File: config.mk
export PLATFORM = sky130hd
export DESIGN_NAME = sv_sys_timer
export DESIGN_NICKNAME = d
export VERILOG_FILES = /design/src/rtl/sv_sys_pkg.sv /design/src/rtl/sv_prescaler.sv /design/src/rtl/sv_sys_timer.sv
export SDC_FILE = /design/constraint.sdc
export NUM_CORES = 1
export LEC_CHECK = 0
export ABC_AREA = 1
export CAP_MARGIN = 0
export CORE_MARGIN = 4
export CORE_UTILIZATION = 51
export CTS_BUF_LIST = sky130_fd_sc_hd__clkbuf_8
export CTS_CLUSTER_SIZE = 25
export DETAILED_ROUTE_END_ITERATION = 8
export GPL_ROUTABILITY_DRIVEN = 1
export PLACE_DENSITY = 0.78
export SLEW_MARGIN = 10
export SYNTH_ARGS = -nofsm -noshare
export SYNTH_HDL_FRONTEND = slang
export SYNTH_HIERARCHICAL = 1
export SYNTH_SLANG_ARGS = --single-unit
File: constraint.sdc
create_clock -name clk -period 1.7 [get_ports clk]
set_input_delay 0.17 -clock clk [delete_from_list [all_inputs] [get_ports clk]]
set_output_delay 0.17 -clock clk [all_outputs]
set_load 0.05 [all_outputs]
File: src/rtl/sv_sys_pkg.sv
// Shared definitions for the system timer / IRQ block at 0x2020-0x2027:
// register offsets, sys_ctl and status bit positions, prescaler width.
package sv_sys_pkg;

    localparam logic [2:0] SYS_JOY   = 3'd0;
    localparam logic [2:0] SYS_TIMER = 3'd3;
    localparam logic [2:0] SYS_TACK  = 3'd4;
    localparam logic [2:0] SYS_DACK  = 3'd5;
    localparam logic [2:0] SYS_CTL   = 3'd6;
    localparam logic [2:0] SYS_STAT  = 3'd7;

    localparam int CTL_TIM_IE = 1;
    localparam int CTL_DMA_IE = 2;
    localparam int CTL_LCD_EN = 3;
    localparam int CTL_PRESC  = 4;
    localparam int CTL_BANK   = 5;  // lsb of the 2-bit bank field [6:5]

    localparam int STAT_TIM = 0;
    localparam int STAT_DMA = 1;

    localparam int PRESC_W = 14;
    typedef logic [PRESC_W-1:0] presc_t;

    function automatic logic [1:0] ctl_bank(input logic [7:0] ctl);
        return ctl[CTL_BANK +: 2];
    endfunction

    function automatic logic ctl_lcd_en(input logic [7:0] ctl);
        return ctl[CTL_LCD_EN];
    endfunction

endpackage

File: src/rtl/sv_prescaler.sv
// ce-qualified reload down-counter; tick on the ce where the count sits at 0.
// The reload period is chosen by 'slow' at the moment of reload only.
module sv_prescaler
    import sv_sys_pkg::*;
#(
    parameter int FAST = 256,
    parameter int SLOW = 16384
) (
    input  logic clk,
    input  logic reset_n,
    input  logic ce,
    input  logic load,
    input  logic slow,
    output logic tick
);

    presc_t cnt;
    presc_t reload;

    assign reload = slow ? presc_t'(SLOW - 1) : presc_t'(FAST - 1);
    assign tick   = ce & (cnt == '0);

    always_ff @(posedge clk or negedge reset_n) begin
        if (!reset_n) begin
            cnt <= '0;
        end else if (load) begin
            cnt <= reload;
        end else if (ce) begin
            cnt <= (cnt == '0) ? reload : cnt - presc_t'(1);
        end
    end

endmodule

File: src/rtl/sv_sys_timer.sv
// System timer / interrupt controller for the 0x2020-0x2027 window.
// Optional NMI generator enabled by defining SV_NMI_EN.
module sv_sys_timer
    import sv_sys_pkg::*;
#(
    parameter int PRESCALE_FAST = 256,
    parameter int PRESCALE_SLOW = 16384,
    parameter int NMI_PERIOD    = 65536
) (
    input  logic       clk,
    input  logic       reset_n,
    input  logic       ce,
    input  logic       cs,
    input  logic       we,
    input  logic [2:0] addr,
    input  logic [7:0] din,
    output logic [7:0] dout,
    input  logic       dma_done,
    output logic [7:0] sys_ctl,
    output logic       irq,
    output logic       nmi
);

    logic       access, rd, wr;
    logic       wr_tim, wr_ctl, tim_ack, dma_ack;
    logic       tick, tim_set;
    logic [7:0] timer;
    logic       tim_flag, dma_flag;
    logic [7:0] rd_data;

    assign access  = cs & ce;
    assign rd      = access & ~we;
    assign wr      = access & we;
    assign wr_tim  = wr & (addr == SYS_TIMER);
    assign wr_ctl  = wr & (addr == SYS_CTL);
    assign tim_ack = rd & (addr == SYS_TACK);
    assign dma_ack = rd & (addr == SYS_DACK);

    sv_prescaler #(
        .FAST (PRESCALE_FAST),
        .SLOW (PRESCALE_SLOW)
    ) u_presc (
        .clk     (clk),
        .reset_n (reset_n),
        .ce      (ce),
        .load    (wr_tim),
        .slow    (sys_ctl[CTL_PRESC]),
        .tick    (tick)
    );

    // Loading zero flags immediately; otherwise only the 1->0 step flags.
    assign tim_set = (wr_tim & (din == 8'h00)) | (tick & ~wr_tim & (timer == 8'd1));

    always_comb begin
        rd_data = 8'hFF;
        case (addr)
            SYS_JOY:   rd_data = 8'hFF;
            SYS_TIMER: rd_data = timer;
            SYS_CTL:   rd_data = sys_ctl;
            SYS_STAT: begin
                rd_data           = 8'h00;
                rd_data[STAT_TIM] = tim_flag;
                rd_data[STAT_DMA] = dma_flag;
            end
            default:   rd_data = 8'hFF;
        endcase
    end

    always_ff @(posedge clk or negedge reset_n) begin
        if (!reset_n) begin
            dout     <= 8'hFF;
            sys_ctl  <= 8'h00;
            timer    <= 8'h00;
            tim_flag <= 1'b0;
            dma_flag <= 1'b0;
            irq      <= 1'b0;
        end else begin
            if (rd)
                dout <= rd_data;
            if (wr_ctl)
                sys_ctl <= din;
            if (wr_tim)
                timer <= din;
            else if (tick && timer != 8'h00)
                timer <= timer - 8'd1;
            // set beats ack when both land on the same clock
            tim_flag <= tim_set  | (tim_flag & ~tim_ack);
            dma_flag <= dma_done | (dma_flag & ~dma_ack);
            irq      <= (tim_flag & sys_ctl[CTL_TIM_IE]) | (dma_flag & sys_ctl[CTL_DMA_IE]);
        end
    end

`ifdef SV_NMI_EN
    logic [15:0] nmi_cnt;
    logic        nmi_wrap;

    assign nmi_wrap = (nmi_cnt == 16'(NMI_PERIOD - 1));

    always_ff @(posedge clk or negedge reset_n) begin
        if (!reset_n) begin
            nmi_cnt <= 16'h0000;
            nmi     <= 1'b0;
        end else if (ce) begin
            nmi     <= nmi_wrap;
            nmi_cnt <= nmi_wrap ? 16'h0000 : nmi_cnt + 16'd1;
        end
    end
`else
    assign nmi = 1'b0;
`endif

endmodule
==> results summary, run 1 <==
The setup-violating endpoint count in the final report came out at 0. The fraction of the cycle the final worst path needs came out at 94.1%. The global-route wire length before repair came out at 10.3 mm. For this run, the share of the core covered by cells in the final layout is 67.3%. The H-tree was split into 2 levels. The maximum buffer depth of the clock tree is 2. The stage delay of the slowest cell on the critical path is 800 ps. The data arrival time of the worst path came out at 1430 ps. The I/O pin count came out at 35. The first routing iteration left 105 violations. The total nets after synthesis is 357. STA classifies the critical path startpoint as a flop. The critical path is of the reg -> out type. Summed over all nets, the half-perimeter wirelength after detailed placement is 4.66 mm. Setup repair after global routing left no endpoint under its margin. The number of sinks driven by the clock tree is 41. The worst endpoint required time is 1530 ps. The proportion of layout cells with a drive suffix above 1 came out at 21.6%. The average detailed-routed wire length per instance is 13.4 um. The via density per instance is 5.11. The launch point of the worst reg-to-reg path is u_presc/cnt[0]$_DFFE_PN0P_. The final-stage net count is 419.

Clock skew on the completed layout was measured at 8.36 ps. The routed design has 6.26 mm of wire. The number of buffers created by CTS came out at 5. The setup slack on the worst flop-to-flop path came out at 120 ps. Measured along the x axis, the die boundary spans 77.7 um. In the routed design, unresolved DRC markers number 0. Clock tree synthesis selected as its root buffer the cell clkbuf_8. The cell count of the worst hold path came out at 2.

For the final routed database, the setup TNS stands at 0 ps. In this run, distinct cell masters in the synthesized netlist total 33. The vias after detailed routing is 2382. The gate count of the mapped netlist came out at 336. The insertion delay of the later-clocked pin in the worst-skew pair is 300 ps. The total routing resource utilization after global routing is 21.4%. Entering global routing, the biggest net connects 42 pins. The warning count from the yosys run is 6. The mean cell area of the mapped netlist came out at 7.37 sq um. The area added between synthesis and finish came out at 28.3%. The top cell family by delay on the critical path is buffers and inverters.

The path with the worst hold slack has its endpoint at dma_flag$_DFF_PN0_. The first-pass iteration count of the detailed router came out at 4. Counting cells, the worst reg-to-reg path comes to 11. For this configuration, the core starts out at a cell density of 52.5%. The total standard cell area after synthesis came out at 2480 sq um.

dfrtp_1 takes more of the synthesized area than any other cell. The measured slew at the worst slew-check pin is 538 ps. Leaving out fill and tap cells, the most frequent cell in the layout is nand2_1. The power density of the placed cells is 1200 nW/um^2. IR analysis of the VDD net gives a maximum drop of 0.000743 V. The highest achievable clock rate came out at 625 MHz. The area share of the largest cell type after synthesis is 33.3%. The count of non-filler cells in the finished layout came out at 466. After synthesis the netlist holds a flip-flop and latch count of 41.

The critical-path cell with the highest stage delay is clkdlybuf4s50_1. The flow ran to the end, and the final reports show no timing, DRC or antenna violations. By area the synthesized netlist is led by dfrtp_1 (33%), nand2_1 (15%), dfstp_2 (8.5%). For this run the aggregate overflow at the end of global routing stands at 0. In the layout the commonest cells are nand2_1 (98), nor2_1 (40), buf_4 (40). The largest fanout on the critical path came out at 1. The cell total after placement is 457. The post-route minimum period is 1600 ps. The number of buffer and inverter instances along the worst setup path is 1. The standard cell core area is 4720 sq um.

Walking the worst path, the cells encountered are clkdlybuf4s50_1. The leakage power summed over all cells came out at 1.52 nW. The remaining antenna violation count after routing came out at 0.

The number of failing hold endpoints at the final stage came out at 0. The number of port buffers came out at 33. The reported max-cap violation count is 0.

After clock tree synthesis, the clock-pin slew on the worst setup and hold paths is 90 ps. The final weighted congestion in routability-driven placement is 0.901. The headroom to the max-slew limit is 64.1%. 0 antenna diodes ended up in the layout. The beginning of the worst hold path is dma_done. The worst setup path is captured at an output port. The initial antenna violation count came out at 0. The final max-slew violation count is 0. The floorplan die area came out at 6040 sq um. The floorplan has 25 rows. In this run the vertical extent of the chip is 77.7 um. The type of the most critical hold path is in -> reg.

In this run the critical register-to-register path is captured at timer[0]$_DFFE_PN0P_. The sequential share of the synthesized area is 41.8%. The via count of the first global-routing pass was 2278.

TritonCTS built the clock tree.
layout make-up:
type / count / area (sq um)
Clock buffer: 5 / 68.8
Clock inverter: 3 / 46.3
Fill cell: 395 / 1540
Inverter: 39 / 146
Multi-Input combinational cell: 249 / 1270
Sequential cell: 41 / 1040
Tap cell: 67 / 83.8
Timing Repair Buffer: 62 / 532
how the worst max path moves through the flow:
stage	startpoint	slack, ps	endpoint	depth (start not counted)
after CTS	sys_ctl[0]$_DFFE_PN0P_	20	sys_ctl[0]	1
after global routing	u_presc/cnt[4]$_DFFE_PN0P_	20	u_presc/cnt[9]$_DFFE_PN0P_	9
final	irq$_DFF_PN0_	100	irq	1
after detailed placement	ce	30	u_presc/cnt[13]$_DFFE_PN0P_	9
after global placement	cs	20	u_presc/cnt[13]$_DFFE_PN0P_	9
after floorplan	u_presc/cnt[0]$_DFFE_PN0P_	60	timer[4]$_DFFE_PN0P_	10
flip-flops by register name, summed over array words and instances, names as in the netlist:
name and flops:
dout 8, u_presc/cnt 14, dma_flag 1, sys_ctl 8
tim_flag 1, irq 1, timer 8
repair_timing:
action / 4_1_cts / 5_1_grt
resized for setup: 0 / 10
setup endpoints to repair: 0 / 10
hold buffers: 1 / 0
endpoints found under the hold margin: 33 / 0
buffers inserted: 0 / 0
metrics by stage:
step / power [W] / worst slack (ps) / hold slack (ps) / area (sq um)
floorplan: 0.00250 / 63.5 / -126 / 2480
global placement: 0.00298 / 19.4 / 269 / 3030
detailed placement: 0.00301 / 28.7 / 267 / 3030
CTS: 0.00383 / 23.4 / 424 / 3160
global route: 0.00408 / 24.0 / 448 / 3180
finish: 0.00382 / 100 / 430 / 3180
logic make-up (layout without fill, tap and decap cells):
family | count (synthesis) | after routing | share of synthesized area (%)
fa+ha+maj | 4 | 4 | 2.02
other cells | 1 | 1 | 0.151
buf+inv | 46 | 109 | 7.78
simple gates | 202 | 202 | 37.6
flops | 41 | 41 | 41.8
compound gates | 38 | 38 | 9.19
xor+xnor | 4 | 4 | 1.41
routing by layer:
layer	track usage, %	share of wire [%]
met1	24.9	41
met2	38.5	52
met3	4.41	5.1
met4	8.01	1.9
met5	0	0
cell usage after synthesis:
| cell | instances |
|---|---|
| buf_2 | 1 |
| nand4_1 | 8 |
| o22ai_1 | 1 |
| dfrtp_1 | 33 |
| nand3b_1 | 3 |
| dfstp_2 | 8 |
| a21o_1 | 1 |
| conb_1 | 1 |
| ha_1 | 4 |
| nor2_2 | 4 |
| nor3_2 | 1 |
| o21ai_2 | 2 |
| xnor2_1 | 1 |
| xor2_1 | 3 |
| nand4_4 | 1 |
| buf_6 | 1 |
| o211ai_1 | 2 |
| o21ai_4 | 1 |
| clkbuf_1 | 2 |
| a31oi_1 | 8 |
| nor3_1 | 3 |
| nand3_1 | 32 |
| inv_1 | 36 |
| nor2_1 | 42 |
| nor2_4 | 2 |
| buf_4 | 3 |
| nand2_4 | 3 |
| nor4_4 | 1 |
| nand2_1 | 98 |
| nand2_2 | 4 |
| inv_2 | 3 |
| o21ai_0 | 19 |
| a21oi_1 | 4 |
report_power, final:
part | switching, W | internal, W | total (W)
logic | 0.000970 | 0.000559 | 0.00153
registers | 0.000241 | 0.00125 | 0.00149
clock network | 0.000370 | 0.000440 | 0.000810
No activity file was read; power rests on OpenSTA's default activity.
==> run 2: changes to the inputs <==
--- a/config.mk
+++ b/config.mk
@@ -8,12 +8,12 @@
 export ABC_AREA = 1
 export CAP_MARGIN = 0
 export CORE_MARGIN = 4
-export CORE_UTILIZATION = 51
+export CORE_UTILIZATION = 50
 export CTS_BUF_LIST = sky130_fd_sc_hd__clkbuf_8
 export CTS_CLUSTER_SIZE = 25
 export DETAILED_ROUTE_END_ITERATION = 8
 export GPL_ROUTABILITY_DRIVEN = 1
-export PLACE_DENSITY = 0.78
+export PLACE_DENSITY = 0.77
 export SLEW_MARGIN = 10
 export SYNTH_ARGS = -nofsm -noshare
 export SYNTH_HDL_FRONTEND = slang
==> run 2 against run 1 <==
Net effect: final area rose by 1.1%; register-to-register slack barely moved; utilization increased by 0.27 points; flip-flop and latch count did not move; critical path depth did not move; via count grew 1.5%; highest routed layer unchanged; total power is 0.18% lower; sequential power hardly changed; count of clock-buffer cells in the layout grew 2; non-clock buffer count is 4 higher; routed wire length decreased by 1.4%; clock power shrank 12%; largest power group unchanged.
==> results summary, run 2 (synthesized netlist as in run 1, its figures left out) <==
The flip-flop count of the largest register after layout came out at 14. The total area of multi-input combinational cells is 1290 sq um. The first global-routing pass estimated 10.5 mm of wire. The summed negative setup slack over all endpoints is 0 ps. The via density per instance is 5.14.

0 antenna diodes ended up in the layout. The final max-slew violation count came out at 0. Leaving out fill and tap cells, the most frequent cells in the layout are nand2_1 (97), buf_4 (45), nor2_1 (38). The number of buffer and inverter instances along the worst setup path is 1. Compared with the post-synthesis result, the final layout area differs by 29.7%. The data arrival time of the worst path came out at 1430 ps. Input and output buffers added on the ports amount to 33. With fillers left out, the area of the finished cells amounts to 3210 sq um. After detailed placement, the total cell area comes to 3030 sq um. The worst path needs 1600 ps of the cycle, external delays included. The top cell family by delay on the critical path is buffers and inverters. The proportion of layout cells with a drive suffix above 1 came out at 23.3%. The stage delay of the slowest cell on the critical path is 800 ps. The end-of-flow core utilization came out at 67.6%. The number of failing hold endpoints at the final stage came out at 0. 35 I/O pins were placed. The maximum number of pins on one net before global-route repair is 42. The number of fill cells in the layout came out at 432.

The sort of element at the start of the critical path is a flop. Wires add up to 6.17 mm. The power density of the placed cells came out at 1190 nW/um^2. After detailed routing, the number of remaining DRC violations is 0. The floorplan die area is 6140 sq um.

The first TritonRoute pass finished after 4 iterations. The standard cell core area is 4750 sq um. The final critical path takes up 94.2% of the cycle.

The DRC violation total after the first TritonRoute iteration came out at 133. The number of core rows is 25. Ranked by flip-flop count, first place goes to u_presc/cnt.

The via count of the first global-routing pass came to 2372. The die boundary width is 78.4 um. The vias after detailed routing is 2418. The die is 78.4 um tall.

For this design, the slowest cell found on the critical path is clkdlybuf4s50_1. The path length in cells of the critical path is 1. The number of buffers created by CTS came out at 5. The effective utilization at floorplan came out at 52.1%. The initial antenna violation count came out at 0.

The number of sinks driven by the clock tree is 41. Max-cap violations in this run came to 0. The HPWL reported at the end of detailed placement came out at 4.73 mm. At the pin with the least slew margin, the transition time is 523 ps.

In this run the tightest slew margin relative to its limit is 65.1%. The signal on the critical path passes through clkdlybuf4s50_1. The run finished with clean final reports. The worst register-to-register path has a depth of 11. The critical path endpoint category is an output port. The global-route congestion overflow total came out at 0. The post-CTS clock slew at the launch and capture registers of the worst setup and hold paths came out at 80 ps. The critical path is of the reg -> out type.

Counting instances, the worst hold path has a depth of 2. The highest achievable clock rate is 624 MHz. The remaining antenna violation count after routing is 0. The setup-violating endpoint count in the final report came out at 0. The average detailed-routed wire length per instance is 13.1 um. The smallest hold slack came out at 441 ps. For this design the static power due to leakage is 1.54 nW. The insertion delay of the later-clocked pin in the worst-skew pair came out at 300 ps. Leaving out fill and tap cells, the most frequent cell in the layout is nand2_1.

The CTS tree is built. The total routing resource utilization after global routing came out at 21.7%. For the worst setup path, the data required time is 1530 ps.

The final weighted congestion in routability-driven placement is 0.888. The final worst clock skew is 6.19 ps. Setup repair after global routing left no endpoint under its margin.

The maximum buffer depth of the clock tree is 2. The final-stage net count came out at 423. The largest fanout on the critical path came out at 1. The largest vdd supply drop came out at 0.000852 V. Across the whole layout, storage elements account for 1040 sq um.

The clock root buffer is clkbuf_8. The number of levels the H-tree was split into is 2. The type of the most critical hold path is in -> reg.
==> run 2: cell count changes in the layout (fill, tap and decap cells not counted), moves of 2 or more <==
| cell | delta |
|---|---|
| nor2_2 | +2 |
| nor2_1 | -2 |
| buf_4 | +5 |
| clkbuf_8 | +2 |
==> run 2: per-layer routing <==
| metal | vias to the layer above | global-route usage [%] | part of all wire [%] |
|---|---|---|---|
| li1 | 1210 | - | - |
| met1 | 1142 | 25.6 | 42 |
| met2 | 58 | 39.0 | 52 |
| met3 | 8 | 3.90 | 4.7 |
| met4 | 0 | 8.04 | 1.6 |
| met5 | - | 0 | 0 |
==> run 2: report_power, final <==
group	internal, W	total (W)	switching, W
logic	0.000614	0.00162	0.00101
clock network	0.000367	0.000713	0.000346
registers	0.00125	0.00148	0.000235
total	0.00223	0.00382	0.00159
==> run 2: path summary, 6_finish.rpt <==
| kind | to | startpoint | slack (ps) |
|---|---|---|---|
| min in group asynchronous | u_presc/cnt[2]$_DFFE_PN0P_ | reset_n | 470 |
| max in group asynchronous | dout[5]$_DFFE_PN1P_ | reset_n | 860 |
| worst max register to register | timer[1]$_DFFE_PN0P_ | u_presc/cnt[0]$_DFFE_PN0P_ | 130 |
| worst min register to register | dma_flag$_DFF_PN0_ | dma_flag$_DFF_PN0_ | 490 |
| worst max-delay path | irq | irq$_DFF_PN0_ | 100 |
| worst min-delay path | dma_flag$_DFF_PN0_ | dma_done | 440 |
==> run 2: through the flow <==
| stage | instances | worst slack, ps | power [W] |
|---|---|---|---|
| floorplan | 336 | 63.5 | 0.00250 |
| global placement | 457 | 44.0 | 0.00296 |
| detailed placement | 457 | 3.95 | 0.00300 |
| CTS | 466 | 2.89 | 0.00372 |
| global route | 470 | 7.01 | 0.00409 |
| finish | 470 | 98.0 | 0.00382 |
==> run 2: layout make-up <==
type	instances	area share [%]
inverter	39	4.56
tap	67	2.61
clock buffer	7	3.00
timing repair buffer	66	17.3
clock inverter	1	0.156
multi-input combinational	249	40.1
sequential	41	32.2
==> run 2: worst reg2reg max path, stage by stage, from the launching register on <==
cell and delay, ps:
dfrtp_1 390, inv_2 80, ha_4 150, nand2_4 60
nor2_4 120, nand4_4 100, nor2_4 160, o21ai_4 80
buf_6 140, nand2_4 80, nand2_1 50, o21ai_1 80
==> run 2: repair_timing <==
action | in CTS | in global routing
resized for setup | 1 | 13
cloned | 0 | 0
hold endpoints to repair | 33 | 0
pin swaps | 0 | 3
setup endpoints to repair | 4 | 13
hold buffers | 1 | 0
buffers inserted | 0 | 4
==> run 3: changes to the inputs <==
--- a/config.mk
+++ b/config.mk
@@ -17,5 +17,4 @@
 export SLEW_MARGIN = 10
 export SYNTH_ARGS = -nofsm -noshare
 export SYNTH_HDL_FRONTEND = slang
-export SYNTH_HIERARCHICAL = 1
 export SYNTH_SLANG_ARGS = --single-unit
==> run 3 against run 2 <==
Net effect: fmax fell by 2.3%; synthesized cell count unchanged; first-iteration DRC count up 52%; sequential power up 9%; combinational power rose by 14%; via count fell by 1.9%; die area increased by 0.59%; total power grew 9.4%.
==> results summary, run 3 <==
Ranked by total cell area, the synthesized netlist is headed by dfrtp_1 (33%), nand2_1 (15%), dfstp_2 (8.4%). In the routed design, unresolved DRC markers number 0. In this run the mean area of a mapped cell was 7.42 sq um. The top cell family by delay on the critical path is buffers and inverters. The final max-slew violation count came to 0.

After detailed routing, the number of vias per cell comes to 5.24. The vias after detailed routing is 2372. The flip-flop count of the largest register after layout came out at 14. The average detailed-routed wire length per instance came out at 13.8 um. The dominant cell type by area after synthesis is dfrtp_1. The leakage power summed over all cells is 1.55 nW. The fraction of registers with async set/reset came out at 100%.

The total inserted antenna cells came out at 0. The measured slew at the worst slew-check pin came out at 502 ps. The headroom to the max-slew limit came out at 66.4%. The startpoint-to-endpoint class of the critical path is reg -> out. Among all stages on the critical path, the largest delay is contributed by clkdlybuf4s50_1. The sequential share of the synthesized area is 41.5%. The tree is rooted in a clkbuf_8. The leading register cell type out of synthesis is dfrtp_1.

The global-route wire length before repair came out at 10.9 mm. The global-route congestion overflow total is 0. The number of fill cells in the layout came out at 417. The fraction of the cycle the final worst path needs came out at 96.5%. The post-synthesis sequential element count came out at 41. The total routing resource utilization after global routing came out at 22.0%. By count the netlist is led by nand2_1 (97), inv_1 (36), nor2_1 (34). In the final timing run, aggregate negative setup slack is 0 ps. The number of sinks driven by the clock tree came out at 41. In the layout the commonest cells are nand2_1 (96), inv_1 (35), dfrtp_1 (33). The maximum number of pins on one net before global-route repair is 28. The largest fanout on the critical path is 3. Counting both buffers and inverters, the worst setup path holds a total of 1. TritonCTS built the clock tree. The initial utilization of the core area, before any placement, comes to 52.1%. In this run the power density over the cells is 1350 nW/um^2.

The leading cell type in the layout, fill and taps excluded is nand2_1. The number of core rows came out at 25. The die is 78.6 um tall. After layout, the minimum clock period comes to 1640 ps. The final weighted congestion in routability-driven placement came out at 0.860. The gate count of the mapped netlist came out at 336.

In the final layout, the share of cells above drive strength 1 is 20.7%. The standard cell core area is 4790 sq um. The total wire length after detailed routing came out at 6.24 mm.

The data arrival time of the worst path came out at 1470 ps. The total standard cell area after synthesis came out at 2490 sq um. The number of port buffers is 33. The worst reg2reg path depth is 9. The area share of the largest cell type after synthesis came out at 33.1%. The remaining antenna violation count after routing came out at 0. The number of unique standard cell types used by synthesis is 36. The highest achievable clock rate is 610 MHz. The type of the most critical hold path is in -> async.

The DRC violation total after the first TritonRoute iteration is 202. The setup-violating endpoint count in the final report is 0. The tool flagged a number of max-cap violations equal to 0. The floorplan die area came out at 6180 sq um. The maximum buffer depth of the clock tree came out at 2. The I/O pin count is 35. The initial antenna violation count was 0.

Walking the worst path, the cells encountered are clkdlybuf4s50_1. The most repeated cell in the gate-level netlist after synthesis is nand2_1. The stage delay of the slowest cell on the critical path came out at 810 ps. The number of levels the H-tree was split into came out at 2.

The via count of the first global-routing pass came out at 2339. In this run the number of cells on the critical path is 1. VDD sags by at most 0.000691 V. The number of buffers created by CTS came out at 5.

STA classifies the critical path endpoint as an output port. The most critical setup path has its startpoint at sys_ctl[7]$_DFFE_PN0P_. Ranked by flip-flop count, first place goes to u_presc.cnt. After routing the design area is 3100 sq um. STA classifies the critical path startpoint as a flop.

The warning count from the yosys run came out at 0. Once detailed placement completed, the half-perimeter wirelength came to 4.58 mm. Data on the critical path is required at its endpoint by 1530 ps. The clock reaches the later pin of the worst-skew pair after 290 ps.

The run finished with clean final reports. The post-CTS clock slew at the launch and capture registers of the worst setup and hold paths came out at 80 ps. Compared with the post-synthesis result, the final layout area differs by 24.4%. The final-stage net count came out at 406. The number of enable-type register cells in the synthesized netlist came out at 0. The area after detailed placement came out at 2940 sq um. The total nets after synthesis is 357.

The number of failing hold endpoints at the final stage was 0. In this run the critical register-to-register path is launched from u_presc.cnt[1]$_DFFE_PN0P_. The die boundary width is 78.6 um. The final worst clock skew came out at 2.50 ps. The first-pass iteration count of the detailed router is 4.
==> run 3: kinds of logic after synthesis <==
group	after synthesis	synth area share (%)
simple gates	184	33.7
flops	41	41.5
xor+xnor	3	1.05
fa+ha+maj	4	2.01
other cells	1	0.150
compound gates	52	12.1
mux	2	0.903
buf+inv	49	8.48
==> run 3: metrics by stage <==
step,std cells,hold slack (ps),util (%),setup WS (ps),total power [W]
after floorplan,336,-126,-,242,0.00291
after global placement,442,157,61.3,-53.5,0.00336
after detailed placement,442,161,61.3,-134,0.00341
after CTS,451,376,63.7,27.5,0.00414
after global routing,453,421,64.8,-5.02,0.00454
final,453,371,64.8,59.5,0.00417
==> run 3: power by group <==
| group | internal [W] | leakage (nW) | switching [W] |
|---|---|---|---|
| logic | 0.000680 | 1.00 | 0.00116 |
| clock network | 0.000367 | 0.0542 | 0.000342 |
| registers | 0.00130 | 0.497 | 0.000323 |
| total | 0.00235 | 1.55 | 0.00183 |
==> run 3: cell type report <==
cell class / count / area (sq um) / area share (%)
clock buffers: 7 / 96.3 / 3.10
clock inverters: 1 / 5.00 / 0.161
inverters: 39 / 149 / 4.80
multi-input cells: 246 / 1280 / 41.3
flip-flops and latches: 41 / 1040 / 33.4
well taps: 67 / 83.8 / 2.70
repair buffers: 52 / 452 / 14.6
==> run 3: path summary, 6_finish.rpt <==
check,slack (ps),to
hold / removal,370,sys_ctl[2]$_DFFE_PN0P_
max in group asynchronous,770,dout[3]$_DFFE_PN1P_
min in group clk,460,dout[0]$_DFFE_PN1P_
setup / recovery,60,sys_ctl[7]
hold reg to reg,460,dout[0]$_DFFE_PN1P_
setup reg to reg,130,u_presc.cnt[9]$_DFFE_PN0P_
==> run 3: routing by layer <==
layer	up-vias	share of wire (%)	track usage (%)
met3	5	5.6	3.78
met2	69	47	35.7
met1	1119	47	30.4
met4	0	0.88	5.42
li1	1179	-	-
met5	-	0	0
==> run 3: repair_timing <==
action	in CTS	in global routing
resized for setup	0	12
hold endpoints to repair	15	0
hold buffers	1	0
setup endpoints to repair	0	21
buffers inserted	0	2
